## config.mk

```make
export PLATFORM = sky130hd
export DESIGN_NAME = pc_fetch_unit_flat
export DESIGN_NICKNAME = d
export VERILOG_FILES = /design/src/rtl/pc_fetch_unit_pkg.sv /design/src/rtl/pc_fetch_unit_if.sv /design/src/rtl/pc_fetch_unit_npc_target.sv /design/src/rtl/pc_fetch_unit.sv /design/src/flat_wrapper.sv
export SDC_FILE = /design/constraint.sdc
export NUM_CORES = 1
export LEC_CHECK = 0
export CELL_PAD_IN_SITES_DETAIL_PLACEMENT = 0
export CELL_PAD_IN_SITES_GLOBAL_PLACEMENT = 1
export CORE_ASPECT_RATIO = 1.2
export CORE_MARGIN = 2
export CORE_UTILIZATION = 34
export CTS_BUF_LIST = sky130_fd_sc_hd__clkbuf_4 sky130_fd_sc_hd__clkbuf_8
export CTS_CLUSTER_SIZE = 16
export DETAILED_ROUTE_END_ITERATION = 8
export GPL_TIMING_DRIVEN = 0
export PLACE_DENSITY_LB_ADDON = 0.1
export SYNTH_ARGS = -nofsm -noshare
export SYNTH_HDL_FRONTEND = slang
export SYNTH_SLANG_ARGS = --single-unit
```

## constraint.sdc

```tcl
create_clock -name clk -period 2.7 [get_ports clk]
set_input_delay 0.405 -clock clk [delete_from_list [all_inputs] [get_ports clk]]
set_output_delay 0.405 -clock clk [all_outputs]
set_load 0.02 [all_outputs]
```

## src/rtl/pc_fetch_unit_pkg.sv

```systemverilog
`default_nettype none
// ============================================================================
// Module      : pc_fetch_unit_pkg
// Description : Shared fetch-unit types: FSM encoding, reset PC, redirect type.
// Revision    : 1.0 - initial release
// ============================================================================
package pc_fetch_unit_pkg;

    localparam logic [31:0] c_reset_pc   = 32'h0000_0000;
    localparam logic [31:0] c_word_mask  = 32'hFFFF_FFFC;

    localparam logic [1:0]  c_st_boot    = 2'd0;
    localparam logic [1:0]  c_st_req     = 2'd1;
    localparam logic [1:0]  c_st_hold    = 2'd2;

    typedef struct packed {
        logic        valid;
        logic [31:0] target;
    } redirect_t;

endpackage
`default_nettype wire

```

## src/rtl/pc_fetch_unit_if.sv

```systemverilog
`default_nettype none
// ============================================================================
// Module      : pc_fetch_unit_if
// Description : Instruction-memory request/acknowledge bus.
// Revision    : 1.0 - initial release
// ============================================================================
interface pc_fetch_unit_if;

    logic        imem_req;
    logic [31:0] imem_addr;
    logic        imem_ack;

    modport master (
        output imem_req,
        output imem_addr,
        input  imem_ack
    );

    modport slave (
        input  imem_req,
        input  imem_addr,
        output imem_ack
    );

endinterface
`default_nettype wire

```

## src/rtl/pc_fetch_unit_npc_target.sv

```systemverilog
`default_nettype none
// ============================================================================
// Module      : npc_target
// Description : Selects the redirect target (jump over branch), word aligned.
// Revision    : 1.0 - initial release
// ============================================================================
module npc_target
    import pc_fetch_unit_pkg::*;
(
    input  wire logic        br_take,
    input  wire logic [31:0] br_base,
    input  wire logic [31:0] br_off,
    input  wire logic        jmp,
    input  wire logic [25:0] jmp_index,
    output redirect_t        redir
);

    logic [31:0] w_br_target;
    logic [31:0] w_jmp_target;
    logic [31:0] w_raw_target;

    always_comb begin
        w_br_target  = br_base + br_off;
        w_jmp_target = {br_base[31:28], jmp_index, 2'b00};
        w_raw_target = jmp ? w_jmp_target : w_br_target;
        redir.valid  = jmp | br_take;
        redir.target = w_raw_target & c_word_mask;
    end

endmodule
`default_nettype wire

```

## src/rtl/pc_fetch_unit.sv

```systemverilog
`default_nettype none
// ============================================================================
// Module      : pc_fetch_unit
// Description : Program-counter sequencer with request/ack instruction fetch.
// Revision    : 1.0 - initial release
// ============================================================================
module pc_fetch_unit
    import pc_fetch_unit_pkg::*;
#(
    parameter logic [31:0] RESET_PC = c_reset_pc
) (
    input  wire logic        clk,
    input  wire logic        rst_n,
    input  wire logic        stall,
    input  wire logic        br_take,
    input  wire logic [31:0] br_base,
    input  wire logic [31:0] br_off,
    input  wire logic        jmp,
    input  wire logic [25:0] jmp_index,
    pc_fetch_unit_if.master  imem,
    output logic             fetch_valid,
    output logic [31:0]      pc,
    output logic [31:0]      pc_plus4
);

    localparam logic [31:0] c_reset_aligned = RESET_PC & c_word_mask;

    logic [1:0]  r_state;
    logic [31:0] r_pc;
    redirect_t   r_pend;
    redirect_t   w_redir;
    logic [31:0] w_pc_plus4;

    npc_target u_npc_target (
        .br_take   (br_take),
        .br_base   (br_base),
        .br_off    (br_off),
        .jmp       (jmp),
        .jmp_index (jmp_index),
        .redir     (w_redir)
    );

    assign w_pc_plus4     = r_pc + 32'd4;
    assign pc             = r_pc;
    assign pc_plus4       = w_pc_plus4;
    assign imem.imem_req  = (r_state == c_st_req);
    assign imem.imem_addr = r_pc;

    // A returning instruction is squashed when any redirect is in flight.
    assign fetch_valid = (r_state == c_st_req) && imem.imem_ack
                         && !w_redir.valid && !r_pend.valid;

    always_ff @(posedge clk or negedge rst_n) begin
        if (!rst_n) begin
            r_state <= c_st_boot;
            r_pc    <= c_reset_aligned;
            r_pend  <= '0;
        end else begin
            case (r_state)
                c_st_boot: begin
                    r_state <= c_st_req;
                end
                c_st_req: begin
                    if (imem.imem_ack) begin
                        if (w_redir.valid) begin
                            r_pc <= w_redir.target;
                        end else if (r_pend.valid) begin
                            r_pc <= r_pend.target;
                        end else begin
                            r_pc <= w_pc_plus4;
                        end
                        r_pend  <= '0;
                        r_state <= stall ? c_st_hold : c_st_req;
                    end else if (w_redir.valid) begin
                        // Address must not move mid-request; remember latest redirect.
                        r_pend <= w_redir;
                    end
                end
                c_st_hold: begin
                    if (w_redir.valid) begin
                        r_pc <= w_redir.target;
                    end
                    if (!stall) begin
                        r_state <= c_st_req;
                    end
                end
                default: begin
                    r_state <= c_st_boot;
                end
            endcase
        end
    end

endmodule
`default_nettype wire

```

## src/flat_wrapper.sv

```systemverilog
// flat-port wrapper written by rule: the top's interface ports become plain ports
module pc_fetch_unit_flat import pc_fetch_unit_pkg::*;
#(
    parameter logic [31:0] RESET_PC = c_reset_pc
)
  (clk, rst_n, stall, br_take, br_base, br_off, jmp, jmp_index, fetch_valid, pc, pc_plus4, imem_imem_req, imem_imem_addr, imem_imem_ack);
  pc_fetch_unit_if imem_i ();
  input  wire logic clk;
  input  wire logic rst_n;
  input  wire logic stall;
  input  wire logic br_take;
  input  wire logic [31:0] br_base;
  input  wire logic [31:0] br_off;
  input  wire logic jmp;
  input  wire logic [25:0] jmp_index;
  output logic fetch_valid;
  output logic [31:0] pc;
  output logic [31:0] pc_plus4;
  output wire logic [$bits(imem_i.imem_req)-1:0] imem_imem_req;
  output wire logic [$bits(imem_i.imem_addr)-1:0] imem_imem_addr;
  input wire logic [$bits(imem_i.imem_ack)-1:0] imem_imem_ack;
  assign imem_imem_req = imem_i.imem_req;
  assign imem_imem_addr = imem_i.imem_addr;
  assign imem_i.imem_ack = imem_imem_ack;
  pc_fetch_unit #(.RESET_PC(RESET_PC)) u_core (.clk(clk), .rst_n(rst_n), .stall(stall), .br_take(br_take), .br_base(br_base), .br_off(br_off), .jmp(jmp), .jmp_index(jmp_index), .imem(imem_i), .fetch_valid(fetch_valid), .pc(pc), .pc_plus4(pc_plus4));
endmodule
```

**Word level (Yosys, flattened, before mapping)**

Index checks and enable logic that the tools add are counted.

- Output and inout port bits: 98
- Input bits: 96
- Flip-flop bits (word level): 67
- Word-level logic and storage cells: 35

- Bitwise logic cells: 1
- Eq/ne operators: 5
- Muxes and demuxes: 12
- Reductions and logical operators: 11
- Add/sub/neg operators: 2

Operators by type and width:

| cell | number |
|---|---|
| $mux W32 | 5 |
| $mux W33 | 2 |
| $pmux W32 S2 | 1 |
| $add A32 B3 Y32 const B | 1 |
| $add A32 B32 Y32 | 1 |
| $mux W2 | 3 |
| $pmux W2 S3 | 1 |
| $ne A2 B1 Y1 const B | 2 |
| $reduce_and A2 Y1 | 2 |
| $reduce_bool A2 Y1 | 2 |
| $logic_and A1 B1 Y1 | 3 |
| $reduce_and A3 Y1 | 1 |
| $eq A2 B1 Y1 const B | 1 |
| $eq A2 B2 Y1 const B | 1 |
| $logic_not A1 Y1 | 2 |
| $logic_not A2 Y1 | 1 |
| $ne A2 B2 Y1 const B | 1 |
| $or A1 B1 Y1 | 1 |

**Longest topological paths before layout**

- Depth after elaboration: 5
- Gate-level depth with buffers: 11
- Depth with buffers taken out: 10

**By module**

Synthesis repeated with hierarchy kept, for this count alone.

- Cells, all modules: 719
- Area, all modules: 5,818.1 um^2

By module, submodules not included:

| module | area each (um^2) | cells an instance | sequential area each (um^2) | instances |
|---|---|---|---|---|
| pc_fetch_unit | 4,032.6 | 453 | 1,676.6 | 1 |
| npc_target | 1,785.5 | 266 | 0.0 | 1 |

**Least setup slack after synthesis**

No wires, ideal clock.

- Kind: input to register
- From: in br_base[1]
- To: reg u_core.r_pend[31] (netlist name)
- Library setup time: 0.128 ns
- Cell stages on the path: 10
- Data arrival time: 2.469 ns
- Buffers on the path: 0
- Required time: 2.572 ns
- Setup slack: 0.103 ns
- Cells stage by stage: ha_1 a31o_4 o221ai_2 a21oi_2 nor4_2 o21ai_2 a221o_1 and4_4 a311oi_1 nand2_1

- Cells in the longest elaborated chain, start to end: 4

Ends and longest elaborated chain:

| what | line | source |
|---|---|---|
| start: declaration | flat_wrapper.sv:12 | `input wire logic [31:0] br_base;` |
| $add A32 B32 Y32 | pc_fetch_unit_npc_target.sv:23 | `w_br_target = br_base + br_off;` |
| $mux W32 | pc_fetch_unit_npc_target.sv:25 | `w_raw_target = jmp ? w_jmp_target : w_br_target;` |
| $mux W33 | pc_fetch_unit.sv:74 | `end else if (w_redir.valid) begin` |
| $mux W33 | pc_fetch_unit.sv:64 | `if (imem.imem_ack) begin` |
| end signal: assignment | pc_fetch_unit.sv:76 | `r_pend <= w_redir;` |
| end: declaration | pc_fetch_unit.sv:30 | `redirect_t r_pend;` |

No other way between the ends. The select of a mux whose other input is x is not followed.
A chain may end at the register's enable or synchronous reset.

**Worst setup path in the final report**

- From: reg u_core.r_pc[6] (netlist: u_core.imem.imem_addr[6])
- To: out pc_plus4[11]

- Cells in the longest elaborated chain, start to end: 1

Ends and longest elaborated chain:

| what | line | source |
|---|---|---|
| start: declaration | pc_fetch_unit.sv:29 | `logic [31:0] r_pc;` |
| start signal: assignment | pc_fetch_unit.sv:56 | `r_pc <= c_reset_aligned;` |
| start signal: assignment | pc_fetch_unit.sv:66 | `r_pc <= w_redir.target;` |
| start signal: assignment | pc_fetch_unit.sv:68 | `r_pc <= r_pend.target;` |
| $add A32 B3 Y32 | pc_fetch_unit.sv:43 | `assign w_pc_plus4 = r_pc + 32'd4;` |
| end: declaration | flat_wrapper.sv:18 | `output logic [31:0] pc_plus4;` |

No other way between the ends.

==> results.md <==
- Final layout net count: 1054
- Ports: 194
- Max-slew violations: 0
- Shortest period the worst path allows: 2.62 ns
- Peak VDD IR: 0.425 mV
- Row Count: 51
- Vias per cell: 5.33
- Buf/Inv on CP: 1
- Placed instance area: 7780 sq um
- CTS root buf: clkbuf_8
- Multi-input combinational cell area: 4210 sq um
- GR Util All Layers: 24.9%
- Synth top cells by count: 88 x nand2_1, 63 x dfrtp_1, 57 x o21ai_0, 48 x nor2_1, 45 x a21oi_1
- Ant diodes: 0
- Worst r2r dst: u_core.imem.imem_addr[14]$_DFFE_PN0P_
- Count leader, synth: nand2_1
- Netlist cell types: 65
- Period utilization: 97.0%
- Main synth FF type: dfrtp_1
- Initial antenna violation count: 0
- First-pass GRT wire length: 34.0 mm
- Max FO, Critical Path: 6
- Endpoints failing hold: 0
- Grt total ovfl: 0
- Slowest CP cell: clkdlybuf4s50_1
- Placeable Area: 16300 sq um
- FFs w/ async S/R, synth: 100%
- Crit. End Element: primary output
- YS warnings: 0
- Cts bufs inserted: 9
- Drt first pass iters: 5
- Die Wd: 122 microns
- Sequential area share after synthesis: 27.9%
- Clk slew on worst S/H paths: 0.08 ns
- Reg2Reg Setup Slack: 0.24 ns
- # port buffers: 185
- Clock Skews: 0.00985 ns
- DP HPWL: 16.5 mm
- Flip-flop and latch area: 1590 sq um
- Fillcell total: 1581
- Crit path kind: flop to primary output
- Largest net degree at the start of global routing: 64
- Top cells by area, synth: dfrtp_1 28%, ha_1 7.8%, nand2_1 5.9%, o21ai_0 5.1%, xnor2_1 5.0%
- Worst r2r src: u_core.r_state[1]$_DFFE_PN0P_
- Die Area: 17700 sq um
- Seq pwr share: 22.8%
- Rel. slew slack: 40.2%
- CTS H-tree lvls: 3
- Clock latency on the worst-skew pair: 0.36 ns
- Reg2reg path depth: 9
- P per Cell Area: 999 nW/um^2
- CTS tree: built
- CTS max path bufs: 2
- Fin util: 54.2%
- DRT Wirelength: 22.5 mm
- Internal: 4.70 mW
- Maxcap violations: 0
- Crit path launch type: flop
- Count of final setup violators: 0
- Cell chain of the critical path: and3_1 > and3_1 > nand2_1 > xnor2_1 > clkdlybuf4s50_1
- Crit-path max cell delay: 0.66 ns
- DR iter-0 viols: 427
- Most frequent cell on the critical path: and3_1
- Routed Antenna Nets: 0
- Setup ws final: 0.0802 ns
- Fin area: 8810 sq um
- Setup_tns: 0 ns
- Synthesized area: 5640 sq um
- Number of flops mapped to enable cells by yosys: 0
- # hold bufs at CTS: 0
- Initial Utilization: 34.7%
- WP data required: 2.30 ns
- Max Clk Rate: 0.382 GHz
- Number of global-route vias before repair: 6032
- Layout area overhead: 56.2%
- Area leader, netlist: dfrtp_1
- Mean Syn Cell Area: 8.18 sq um
- DIE HEIGHT: 145 microns
- Worst-margin pin slew: 0.897 ns
- Leakage: 3.82 nW
- Per-cell routed wire length: 19.7 microns
- Clock Power Share: 11.3%
- Combinational share of power: 66.0%
- P_sw: 4.11 mW
- CP delay by family, top: buffers and inverters
- Top cell type's share of synthesized area: 27.9%
- Status: finished, final reports clean
- Synthesis-stage register bit count: 63
- Net Sw Frac: 46.7%
- Cells after Synth: 690
- Dpl ws: -0.782 ns
- Clk sinks: 63
- Gpl congestion: 0.874
- Via count: 6076
- Drt drc: 0
- Hold Crit Class: input pin to async pin
- Proportion of layout cells with a drive suffix above 1: 24.4%
- Worst EP arrival: 2.21 ns
[how the worst max path moves through the flow]
stage	to	start	depth (start not counted)	slack, ns
6_report	pc_plus4[11]	u_core.imem.imem_addr[6]$_DFFE_PN0P_	5	0.08
3_3_place_gp	u_core.imem.imem_addr[29]$_DFFE_PN0P_	rst_n	1	-1.10
3_5_place_dp	u_core.imem.imem_addr[31]$_DFFE_PN0P_	br_base[15]	10	-0.78
2_1_floorplan	u_core.r_pend[31]$_DFFE_PN0P_	br_base[1]	10	0.10
4_1_cts	pc_plus4[26]	u_core.imem.imem_addr[8]$_DFFE_PN0P_	7	-0.06
5_1_grt	u_core.imem.imem_addr[29]$_DFFE_PN0P_	br_base[3]	11	-0.03
[metal layers]
layer  share of wire [%]  global-route usage (%)
met3                 6.0                    3.97
met1                  43                    32.9
met5                   0                       0
met4                 1.9                    8.16
met2                  49                    41.3
[through the flow]
step                total power, mW  hold slack, ns  instances
detailed placement             7.48           0.468       1092
global route                   9.32           0.211       1140
CTS                            8.59           0.182       1123
finish                         8.81           0.137       1140
global placement               7.40           0.453       1092
floorplan                      5.05           0.109        695
[sequential cells by signal, summed over array words and instances (netlist names)]
name,flops
u_core.r_pend,31
u_core.r_state,2
u_core.imem.imem_addr,30
[placed cells by master (no fill, tap or decap), drive strengths merged, types with 25 or more instances in the layout]
| cell type | n |
|---|---|
| a21oi | 46 |
| buf | 91 |
| clkbuf | 42 |
| clkdlybuf4s50 | 129 |
| dfrtp | 63 |
| dlygate4sd2 | 30 |
| ha | 35 |
| nand2 | 88 |
| nor2 | 48 |
| o21ai | 66 |
| xnor2 | 32 |
| xor2 | 25 |
[cell families after synthesis]
logic type	Yosys count	share of synthesized area [%]
other	1	0.0664
buffers and inverters	87	8.22
muxes	27	4.94
DFF	63	27.9
AOI/OAI and AO/OA	210	24.7
and+or+nand+nor	210	17.6
adders and majority gates	35	7.76
xor gates and xnor gates	57	8.85
[worst register-to-register path, cell delays in order (launching register included)]
cell	delay (ns)
dfrtp_1	0.42
inv_1	0.09
ha_1	0.29
nand2b_1	0.17
nand2_1	0.15
a21o_1	0.09
clkbuf_1	0.46
clkbuf_2	0.40
a221oi_1	0.10
a21o_1	0.18
[timing repair]
item,CTS,global route
pin swaps,27,26
setup buffers,20,18
endpoints found under the hold margin,0,0
gates resized for setup,173,67
endpoints found under the setup margin,56,54
[power by group through the flow]
stage               clock network, mW  logic (mW)  registers, mW
floorplan                           0        2.97           2.08
global placement                    0        5.45           1.95
detailed placement                  0        5.51           1.97
CTS                             0.998        5.60           1.99
global route                     1.05        6.20           2.08
finish                          0.991        5.81           2.01
[layout make-up]
cell class | instances | share of cell area [%]
timing repair buffer | 222 | 23.2
multi-input combinational | 545 | 47.8
clock inverter | 3 | 0.738
buffer | 67 | 4.61
clock buffer | 13 | 1.89
tap | 212 | 3.01
sequential | 63 | 18.1
inverter | 15 | 0.639
Note: power is estimated with default switching activity, not from simulation.
